**src/rtl/mem_port_arbiter_pkg.sv**
```systemverilog
// Shared types for the I/D memory port arbiter: FSM states, grant owner and counter widths.
package mem_port_arbiter_pkg;

  typedef enum logic [1:0] {
    ST_IDLE = 2'd0,
    ST_CMD  = 2'd1,
    ST_WAIT = 2'd2,
    ST_RESP = 2'd3
  } arb_state_e;

  typedef enum logic {
    GNT_I = 1'b0,
    GNT_D = 1'b1
  } arb_gnt_e;

  // Wide enough for MEM_LAT-1 and STARVE_MAX, both capped at 15.
  localparam int LAT_W    = 4;
  localparam int STARVE_W = 4;

endpackage

```
**src/rtl/arb_starve_ctr.sv**
```systemverilog
// Saturating count of consecutive data grants taken while a fetch was waiting.
module arb_starve_ctr
  import mem_port_arbiter_pkg::*;
#(
  parameter int STARVE_MAX = 4
) (
  input  logic clk,
  input  logic rst_n,
  input  logic inc,
  input  logic clr,
  output logic at_max
);

  logic [STARVE_W-1:0] cnt;

  assign at_max = (cnt == STARVE_W'(STARVE_MAX));

  always_ff @(posedge clk) begin
    if (!rst_n) begin
      cnt <= '0;
    end else if (clr) begin
      cnt <= '0;
    end else if (inc && !at_max) begin
      cnt <= cnt + 1'b1;
    end
  end

endmodule

```
**src/rtl/mem_port_arbiter.sv**
```systemverilog
// Sequences fetch (I) and load/store (D) accesses onto one fixed-latency memory port,
// data-first with a bounded number of data grants while a fetch waits.
module mem_port_arbiter
  import mem_port_arbiter_pkg::*;
#(
  parameter int ADDR_W     = 16,
  parameter int DATA_W     = 16,
  parameter int MEM_LAT    = 2,
  parameter int STARVE_MAX = 4
) (
  input  logic              clk,
  input  logic              rst_n,
  input  logic              i_req,
  input  logic [ADDR_W-1:0] i_addr,
  output logic              i_ack,
  output logic [DATA_W-1:0] i_rdata,
  input  logic              d_req,
  input  logic              d_we,
  input  logic [ADDR_W-1:0] d_addr,
  input  logic [DATA_W-1:0] d_wdata,
  output logic              d_ack,
  output logic [DATA_W-1:0] d_rdata,
  input  logic              hlt_req,
  output logic              halted,
  output logic              busy,
  output logic              mem_en,
  output logic              mem_we,
  output logic [ADDR_W-1:0] mem_addr,
  output logic [DATA_W-1:0] mem_wdata,
  input  logic [DATA_W-1:0] mem_rdata
);

  arb_state_e       state;
  arb_gnt_e         gnt;
  logic             acc_we;
  logic [LAT_W-1:0] lat_cnt;

  logic i_elig;
  logic d_elig;
  logic grant;
  logic pick_d;
  logic at_max;
  logic idle_nxt;
  logic starve_inc;
  logic starve_clr;

  assign i_elig   = i_req & ~hlt_req;
  assign d_elig   = d_req;
  assign grant    = (state == ST_IDLE) & (i_elig | d_elig);
  assign pick_d   = d_elig & ~(i_elig & at_max);
  assign idle_nxt = ((state == ST_IDLE) & ~grant) | (state == ST_RESP);

  // Any grant that is not "data while fetch is pending" restarts the count.
  assign starve_inc = grant & pick_d & i_req;
  assign starve_clr = grant & ~starve_inc;

  arb_starve_ctr #(
    .STARVE_MAX(STARVE_MAX)
  ) u_starve (
    .clk   (clk),
    .rst_n (rst_n),
    .inc   (starve_inc),
    .clr   (starve_clr),
    .at_max(at_max)
  );

  always_ff @(posedge clk) begin
    if (!rst_n) begin
      state     <= ST_IDLE;
      gnt       <= GNT_I;
      acc_we    <= 1'b0;
      lat_cnt   <= '0;
      mem_en    <= 1'b0;
      mem_we    <= 1'b0;
      mem_addr  <= '0;
      mem_wdata <= '0;
      i_ack     <= 1'b0;
      d_ack     <= 1'b0;
      i_rdata   <= '0;
      d_rdata   <= '0;
      busy      <= 1'b0;
      halted    <= 1'b0;
    end else begin
      mem_en    <= 1'b0;
      mem_we    <= 1'b0;
      mem_addr  <= '0;
      mem_wdata <= '0;
      i_ack     <= 1'b0;
      d_ack     <= 1'b0;
      busy      <= ~idle_nxt;
      halted    <= hlt_req & idle_nxt;

      case (state)
        ST_IDLE: begin
          if (grant) begin
            state     <= ST_CMD;
            gnt       <= pick_d ? GNT_D : GNT_I;
            acc_we    <= pick_d & d_we;
            mem_en    <= 1'b1;
            mem_we    <= pick_d & d_we;
            mem_addr  <= pick_d ? d_addr : i_addr;
            mem_wdata <= (pick_d & d_we) ? d_wdata : '0;
          end
        end

        ST_CMD: begin
          state   <= ST_WAIT;
          lat_cnt <= LAT_W'(MEM_LAT - 1);
        end

        // Read data is on mem_rdata during the last WAIT cycle.
        ST_WAIT: begin
          if (lat_cnt == '0) begin
            state <= ST_RESP;
            if (gnt == GNT_I) begin
              i_ack   <= 1'b1;
              i_rdata <= mem_rdata;
            end else begin
              d_ack <= 1'b1;
              if (!acc_we) begin
                d_rdata <= mem_rdata;
              end
            end
          end else begin
            lat_cnt <= lat_cnt - 1'b1;
          end
        end

        ST_RESP: begin
          state <= ST_IDLE;
        end

        default: begin
          state <= ST_IDLE;
        end
      endcase
    end
  end

endmodule
```
**config.mk**
```make
export PLATFORM = sky130hd
export DESIGN_NAME = mem_port_arbiter
export DESIGN_NICKNAME = d
export VERILOG_FILES = /design/src/rtl/mem_port_arbiter_pkg.sv /design/src/rtl/arb_starve_ctr.sv /design/src/rtl/mem_port_arbiter.sv
export SDC_FILE = /design/constraint.sdc
export NUM_CORES = 1
export LEC_CHECK = 0
export BUFFER_PORTS_ARGS = -buffer_cell sky130_fd_sc_hd__buf_4
export CAP_MARGIN = 15
export CORE_UTILIZATION = 50
export DETAILED_ROUTE_END_ITERATION = 8
export PLACE_DENSITY = 0.91
export SLEW_MARGIN = 10
export SYNTH_ARGS = -nofsm -noshare
export SYNTH_HDL_FRONTEND = slang
export SYNTH_SLANG_ARGS = --single-unit
```
**constraint.sdc**
```tcl
create_clock -name clk -period 3.11 [get_ports clk]
set_input_delay 0.622 -clock clk [delete_from_list [all_inputs] [get_ports clk]]
set_output_delay 0.622 -clock clk [all_outputs]
set_load 0.01 [all_outputs]
```
==> results of run 1 <==
## flip-flops by register name, summed over array words and instances (netlist names), 2 cells and up
register	cells
state	2
mem_wdata	16
mem_addr	16
u_starve.cnt	4
d_rdata	16
lat_cnt	4
i_rdata	16
## area by class of cell
cell class | instances | share of cell area, %
Multi-Input combinational cell | 232 | 30.7
Sequential cell | 82 | 38.3
Tap cell | 75 | 2.19
Clock buffer | 11 | 3.07
Timing Repair Buffer | 139 | 24.4
Inverter | 8 | 0.701
Clock inverter | 5 | 0.730
## worst max path at each step
stage	startpoint	endpoint	slack, ns	cells past startpoint
after floorplan	i_req	acc_we$_SDFFE_PN0P_	1.43	6
after global placement	rst_n	mem_wdata[7]$_SDFF_PN0_	0.89	5
after detailed placement	rst_n	mem_wdata[13]$_SDFF_PN0_	0.82	5
after CTS	u_starve.cnt[0]$_SDFFE_PP0P_	mem_wdata[13]$_SDFF_PN0_	0.98	6
after global routing	u_starve.cnt[0]$_SDFFE_PP0P_	mem_wdata[9]$_SDFF_PN0_	0.80	6
final	u_starve.cnt[0]$_SDFFE_PP0P_	mem_wdata[13]$_SDFF_PN0_	0.98	6
## worst min-delay path: cells and delay by family, from the launching register on
family	cells	cell delay, ns
DFF	1	0.31
and+or+nand+nor	1	0.05
AOI/OAI and AO/OA	1	0.05
## power breakdown
group	internal (mW)	total [mW]	leakage (nW)	switching, mW
combinational	0.304	0.646	1.19	0.342
clock	0.288	0.647	0.0831	0.359
sequential	1.18	1.25	0.665	0.0724
## cells in the final DEF, fill, tap and decap left out, types with 3 or more instances in the layout
| cell type | instances |
|---|---|
| nor2_1 | 5 |
| clkbuf_8 | 9 |
| nor2b_1 | 3 |
| a21boi_0 | 15 |
| dfxtp_1 | 82 |
| o21ai_0 | 6 |
| buf_4 | 139 |
| a21boi_1 | 19 |
| ha_1 | 9 |
| a21oi_1 | 22 |
| inv_1 | 8 |
| nand3b_1 | 4 |
| nand2_1 | 103 |
| clkinv_2 | 3 |
| and2_1 | 18 |
| nand3_1 | 3 |
## synth_stat cells, types with 3 or more instances
library cell  count
buf_2             5
clkbuf_1          9
and2_1           18
ha_1              9
a21oi_1          22
nor2_1            5
nand2_1         103
a21boi_0         15
nor2b_1           3
dfxtp_1          82
nand3b_1          4
inv_1             8
a21boi_1         19
nand3_1           3
o21ai_0           6
## logic make-up (layout without fill, tap and decap cells)
kind of cell	Yosys count	count (layout)	synth area share, %
and+or+nand+nor	150	150	22.8
DFF	82	82	53.3
AOI/OAI and AO/OA	70	70	15.3
buffers and inverters	26	163	4.10
adders and majority gates	9	9	3.65
xor gates and xnor gates	2	2	0.569
muxes	1	1	0.325
## routing by layer
| metal | routed length (um) | GRT usage [%] |
|---|---|---|
| met4 | 105 | 8.04 |
| met1 | 3190 | 27.5 |
| met5 | 0 | 0 |
| met3 | 461 | 6.48 |
| met2 | 3860 | 39.0 |
==> flow_summary.toml, run 1 <==
[setup_path]
crit_fanout = 18
cp-start-kind = "register"
cp.buffers_inverters = 1
timing.rr.start = "u_starve.cnt[0]$_SDFFE_PP0P_"
r2r_end = "mem_wdata[13]$_SDFF_PN0_"
crit_path_end_kind = "register"
reg2reg_depth = 6
crit_type = "register to register"
critical_path.max_stage_delay_ns = 0.50
critical_path.cell_chain = "inv_1 -> ha_1 -> and3b_1 -> a21bo_1 -> nor3_4 -> and2_1"
arrival_ns = 2.41
reg2reg_slack_ns = 0.98
crit_path_top_delay_cell = "nor3_4"
cp.required_ns = 3.39
critPathTopFamily = "simple AND/OR/NAND/NOR gates"

[min_path]
whs_endpoint = "d_rdata[11]$_SDFFE_PN0P_"
worstHoldStart = "d_rdata[11]$_SDFFE_PN0P_"
min_path_type = "register to register"
whs_path_depth = 2

[place]
hpwl_um = 5560
place_area_um2 = 4120
dp_slack_ns = 0.820
placed_cells = 536
port_buffers = 139
routabilityCongestion = 0.787

[pwr]
power.leakage_nw = 1.94
irDropWorstVdd_mv = 0.352
power.total_mw = 2.54
power_per_cell_area_nw_per_um2 = 593

[timing]
setup_slack_ns = 0.977
fin_tns_setup_ns = 0
timing.final.crit_period_ns = 2.13
clock.fmax_mhz = 469
slew_violations = 0
hold_slack_ns = 0.459
finalSetupViolCount = 0
finClkSkew_ns = 0.00744
rsz0062_at_grt = "no"
final_hold_viol_count = 0
worst_pin_slew_ns = 0.811
finalCritPeriodShare_pct = 68.6
max_slew_margin_pct = 45.9

[grt]
grt.overflow.total = 0
grt_pass1_wl_um = 11400
grt_max_degree = 51
grt_antenna_before_repair = 0
grt_pass1_vias = 2491
grt_usage_pct = 22.9

[yosys]
synth_cells = 340
post-synth-top-area-cell = "dfxtp_1"
async_flop_share_pct = 0
syn-num-nets = 419
ys.flop_type = "dfxtp_1"
synth_cell_types = 38
ys_ff_latch = 82
synth.top_cell.area_share_pct = 53.3
synth_warnings = 0
synth.area.top_cells = "dfxtp_1 53%, nand2_1 13%, a21boi_1 4.6%, a21boi_0 3.7%, and2_1 3.7%"
synth-edff-count = 0
ys_seq_area_share_pct = 53.3
postSynthAreaPerCell_um2 = 9.06
syn-cell-area_um2 = 3080

[routing]
via_per_inst = 4.98
vias = 2747
wl_per_cell_um = 13.8
dr.pass1.iters = 5
drc = 0
antenna_left = 0
routed_wl_um = 7620
drt_iter0_markers = 109

[clock_tree]
path_clk_slew_ns = 0.08
clockRootBuffer = "clkbuf_8"
cts.sinks = 82
post_cts_resized = 0
htreeDepth = 3
insertion_delay_ns = 0.34
clockBufferDepth = 2
cts_hold_buf = 0
cts_buffers = 9
cts_tree = "yes"
post_cts_buffers = 0

[finish]
multi_input_area_um2 = 1310
antenna_cells = 0
drive_gt1_share_pct = 32.9
seqCellArea_um2 = 1640
num-fill-cells = 429
final_core_util_pct = 72.4
finalNonFillerCells = 552
fin_area_um2 = 4290
fin_nets = 551
area_growth_pct = 39.1

[floorplanning]
rows = 28
core_um2 = 5920
boundaryPins = 140
die_x_um = 80.5
start_util_pct = 52.0
fp.dieH_um = 80.5
die-area_um2 = 6480

[run_status]
status = "finished clean"

[run]
cap_violations = 0
Power figures use the tool's default switching activity.
==> run 2, diff against run 1 <==
- CORE_UTILIZATION: 50 -> 46
- PLACE_DENSITY: 0.91 -> 0.86
- clock period: 3.11 -> 2 ns (I/O delays scaled with it)
==> run 2 against run 1 <==
The run now ends with design-rule violations left; final area up 2.3%; critical endpoint is now mem_wdata[7]$_SDFF_PN0_; clock power up 81%; critical path depth unchanged; largest cell class unchanged; highest routed layer unchanged; sequential share of layout area down 0.86 points; worst hold slack worse by 0.21 ns; via count unchanged; non-clock buffer count up 8; critical path type unchanged; clock skew up 0.0017 ns.
==> flow_summary.toml, run 2 (same netlist as run 1, synthesis figures left out) <==
[routing]
dr.pass1.iters = 7
wl_per_cell_um = 13.4
via_per_inst = 4.89
drc = 22
antenna_left = 0
drt_iter0_markers = 105
vias = 2747
routed_wl_um = 7510

[grt]
grt_usage_pct = 21.6
grt_util_met1_pct = 26.2
grt_pass1_wl_um = 12000
met3_usage_pct = 4.95
grt_antenna_before_repair = 0
grt.overflow.total = 0
grt_pass1_vias = 2547
met2_usage_pct = 37.3
grt.busiest_layer = "met2"
grt_max_degree = 46

[pwr]
irDropWorstVdd_mv = 0.512
power.leakage_nw = 2.00
power_per_cell_area_nw_per_um2 = 940
power.total_mw = 4.12

[clock_tree]
cts_hold_buf = 0
clockRootBuffer = "clkbuf_8"
insertion_delay_ns = 0.35
cts_buffers = 9
post_cts_resized = 0
cts_tree = "yes"
clockBufferDepth = 2
cts.sinks = 82
htreeDepth = 3
path_clk_slew_ns = 0.09
post_cts_buffers = 0

[timing]
finClkSkew_ns = 0.00910
final_hold_viol_count = 0
setup_slack_ns = 0.182
slew_violations = 0
fin_tns_setup_ns = 0
worst_pin_slew_ns = 0.548
clock.fmax_mhz = 550
timing.final.crit_period_ns = 1.82
hold_slack_ns = 0.247
finalSetupViolCount = 0
max_slew_margin_pct = 63.4
finalCritPeriodShare_pct = 90.9
rsz0062_at_grt = "no"

[floorplanning]
fp.dieH_um = 83.9
boundaryPins = 140
start_util_pct = 48.0
die_x_um = 83.9
core_um2 = 6420
rows = 29
die-area_um2 = 7030

[setup_path]
cp.required_ns = 2.29
crit_type = "register to register"
cp-start-kind = "register"
reg2reg_depth = 6
crit_fanout = 18
arrival_ns = 2.10
crit_path_end_kind = "register"

[finish]
mostFrequentLayoutCells = "147 x buf_4, 103 x nand2_1, 82 x dfxtp_1, 22 x a21oi_1, 19 x a21boi_1"
drive_gt1_share_pct = 34.4
num-fill-cells = 490
finalNonFillerCells = 562
antenna_cells = 0
final_core_util_pct = 68.3
fin_nets = 559
mostFrequentLayoutCell = "buf_4"
area_growth_pct = 42.3
fin_area_um2 = 4380
seqCellArea_um2 = 1640
multi_input_area_um2 = 1310

[place]
placed_cells = 546
dp_slack_ns = 0.201
port_buffers = 139
routabilityCongestion = 0.808
place_area_um2 = 4190
hpwl_um = 5520

[min_path]
min_path_type = "primary input to register"
whs_path_depth = 2

[run_status]
violations = "design-rule violations"
status = "finished with violations"

[run]
cap_violations = 0
==> run 2: cell types whose count changed in the layout (fill, tap and decap cells not counted) <==
cell      previous run  this run
clkinv_4             1         2
inv_6                0         1
clkbuf_8             9        12
buf_4              139       147
clkbuf_1             2         0
clkinv_2             3         0
==> run 2: cell type report <==
class | instances | area share (%)
repair buffers | 147 | 25.2
flip-flops and latches | 82 | 37.4
inverters | 8 | 0.685
multi-input cells | 232 | 30.0
clock buffers | 12 | 3.77
well taps | 77 | 2.20
clock inverters | 4 | 0.771
==> run 2: critical path: stages, from the launching register on <==
cell     delay [ns]
dfxtp_1        0.41
inv_1          0.06
ha_1           0.21
and3b_1        0.22
a21bo_1        0.23
nor3_4         0.41
and2_1         0.20
==> run 2: path summary, 6_finish.rpt <==
path                                                 end  slack (ns)                    startpoint
worst max-delay path             mem_wdata[7]$_SDFF_PN0_        0.18  u_starve.cnt[0]$_SDFFE_PP0P_
worst min-delay path            mem_wdata[14]$_SDFF_PN0_        0.25                   d_wdata[14]
worst max register to register   mem_wdata[7]$_SDFF_PN0_        0.18  u_starve.cnt[0]$_SDFFE_PP0P_
worst min register to register   i_rdata[3]$_SDFFE_PN0P_        0.45       i_rdata[3]$_SDFFE_PN0P_
==> run 2: power breakdown <==
part	internal (mW)	leakage, nW	switching [mW]
logic	0.498	1.23	0.522
clock network	0.562	0.0992	0.606
registers	1.83	0.665	0.108
==> run 2: metal layers <==
| metal | share of wire [%] | vias up |
|---|---|---|
| met2 | 52 | 86 |
| met1 | 42 | 1265 |
| met3 | 5.5 | 6 |
| met5 | 0 | - |
| li1 | - | 1390 |
| met4 | 1.1 | 0 |
==> run 3, diff against run 2 <==
- ABC_AREA: unset -> 1
==> run 3 against run 2 <==
The run now ends clean; core utilization is essentially flat; sequential share of layout area grew 0.21 points; register-to-register slack is essentially flat; final area shrank 0.57%; total power grew 15%; largest power group unchanged.
==> flow_summary.toml, run 3 <==
[clock_tree]
insertion_delay_ns = 0.35
cts.sinks = 82
post_cts_resized = 0
cts_tree = "yes"
cts_buffers = 9
cts_hold_buf = 0
htreeDepth = 3
post_cts_buffers = 0
clockRootBuffer = "clkbuf_8"
clockBufferDepth = 2
path_clk_slew_ns = 0.10

[yosys]
synthAdderAreaFrac_pct = 3.67
syn-cell-area_um2 = 3070
postSynthAreaPerCell_um2 = 8.20
synth.top_cell.area_share_pct = 53.5
synth-edff-count = 0
syn-num-nets = 453
synth_top_family_by_area = "simple AND/OR/NAND/NOR gates"
synth_xor_area_share_pct = 0
muxShareOfSynthArea_pct = 0
yosysMostFrequentCell = "dfxtp_1"
synth.area.top_cells = "dfxtp_1 54%, nand2_1 8.4%, nor2_1 7.6%, a21oi_1 6.5%, inv_1 3.9%"
ys_ff_latch = 82
synthSimpleGateAreaFrac_pct = 24.2
post-synth-top-area-cell = "dfxtp_1"
synth-compound-area-share_pct = 11.1
synthTopCellsByCount = "82 x dfxtp_1, 69 x nand2_1, 62 x nor2_1, 40 x a21oi_1, 32 x inv_1"
ys_seq_area_share_pct = 53.5
synth_cell_types = 31
synth_cells = 374
synth_warnings = 0
ys.flop_type = "dfxtp_1"
async_flop_share_pct = 0

[place]
hpwl_um = 5580
routabilityCongestion = 0.782
port_buffers = 139
placed_cells = 578

[routing]
maxUsedRoutingLayer = "met4"
via_per_inst = 4.95
antenna_left = 0
wl_met2_um = 3950
wl_met3_um = 557
wl_met1_um = 2960
drt_iter0_markers = 121
vias = 2942
drc = 0
routed_wl_um = 7700
dr.pass1.iters = 4
wl_per_cell_um = 13.0

[setup_path]
crit_path_end_kind = "register"
arrival_ns = 2.10
crit_fanout = 18
cp.required_ns = 2.28
startpoint = "state[0]$_SDFFE_PN0P_"
timing.rr.start = "state[0]$_SDFFE_PN0P_"
reg2reg_slack_ns = 0.19
reg2reg_depth = 8
r2r_end = "d_rdata[9]$_SDFFE_PN0P_"
cp-start-kind = "register"
crit_type = "register to register"

[finish]
mostFrequentLayoutCells = "140 x buf_4, 82 x dfxtp_1, 69 x nand2_1, 62 x nor2_1, 40 x a21oi_1"
mostFrequentLayoutCell = "buf_4"
drive_gt1_share_pct = 33.7
antenna_cells = 0
fin_nets = 591
final_core_util_pct = 68.3
area_growth_pct = 42.1
finalNonFillerCells = 594

[min_path]
whs_endpoint = "mem_wdata[7]$_SDFF_PN0_"
whs_path_depth = 3
min_path_type = "primary input to register"
worstHoldStart = "d_wdata[7]"

[floorplanning]
core_um2 = 6390
start_util_pct = 48.0
boundaryPins = 140
rows = 29
die_x_um = 83.7
fp.dieH_um = 83.7
die-area_um2 = 7000

[timing]
rsz0062_at_grt = "no"
final_hold_viol_count = 0
finalSetupViolCount = 0
worst_pin_slew_ns = 0.491
finClkSkew_ns = 0.0176
slew_violations = 0
max_slew_margin_pct = 67.2
clock.fmax_mhz = 551
timing.final.crit_period_ns = 1.81
fin_tns_setup_ns = 0
finalCritPeriodShare_pct = 90.7
hold_slack_ns = 0.257

[grt]
grt_pass1_vias = 2736
grt_usage_pct = 21.9
grt_pass1_wl_um = 12100
grt_antenna_before_repair = 0
grt_max_degree = 26
grt.overflow.total = 0

[pwr]
power_per_cell_area_nw_per_um2 = 1080
irDropWorstVdd_mv = 0.640
power.leakage_nw = 2.08

[run]
cap_violations = 0

[run_status]
status = "finished clean"
[run 3: cell types whose count changed in the layout (fill, tap and decap cells not counted), sizes merged, moves of 3 or more]
cell and delta:
a21boi -35, nand2 -31, nand3 +21, o21ai +15
inv +31, clkbuf -3, a21oi +18, buf -7
nor2b -3, nand3b -4, and2 -18, nor2 +61
[run 3: report_power, final]
part	internal (mW)	switching, mW	leakage, nW
Sequential	1.87	0.118	0.666
Combinational	0.589	0.809	1.30
Clock	0.716	0.627	0.112
Total	3.17	1.55	2.08
[run 3: critical path, stage by stage, from the launching register on]
cell and delay (ns):
dfxtp_1 0.34, inv_1 0.13, ha_1 0.24, inv_2 0.09, nor2_8 0.27, nand3_4 0.22, inv_2 0.27, nor2_1 0.07
nor2_1 0.12
[run 3: layout make-up]
class                   count  area, um^2
clock buffers               9         124
fillers                   491        2030
well taps                  77        96.3
inverters                  39         149
flip-flops and latches     82        1640
repair buffers            140        1050
clock inverters             7         101
multi-input cells         240        1200
[run 3: cell families (layout without fill, tap and decap cells)]
family	Yosys count	after routing
fa+ha+maj	9	9
simple gates	166	166
flops	82	82
buf+inv	52	195
compound gates	65	65
[run 3: worst max-delay path by stage]
stage,endpoint,slack (ns)
2_1_floorplan,d_rdata[10]$_SDFFE_PN0P_,0.55
3_3_place_gp,d_rdata[2]$_SDFFE_PN0P_,0.33
3_5_place_dp,d_rdata[11]$_SDFFE_PN0P_,0.22
4_1_cts,d_rdata[9]$_SDFFE_PN0P_,0.20
5_1_grt,d_rdata[9]$_SDFFE_PN0P_,0.05
6_report,d_rdata[9]$_SDFFE_PN0P_,0.19
[run 3: routing by layer]
layer	vias to the layer above	track usage, %
met5	-	0
met4	0	12.2
met3	21	5.44
met2	132	38.7
met1	1326	24.0
li1	1463	-
[run 3: stage by stage]
step / power, mW / setup slack [ns] / cell area, um^2
after detailed placement: 3.41 / 0.216 / 4130
final: 4.73 / 0.186 / 4360
after global routing: 4.98 / 0.0529 / 4360
after global placement: 3.35 / 0.327 / 4130
after CTS: 4.74 / 0.198 / 4360
after floorplan: 2.88 / 0.553 / 3070
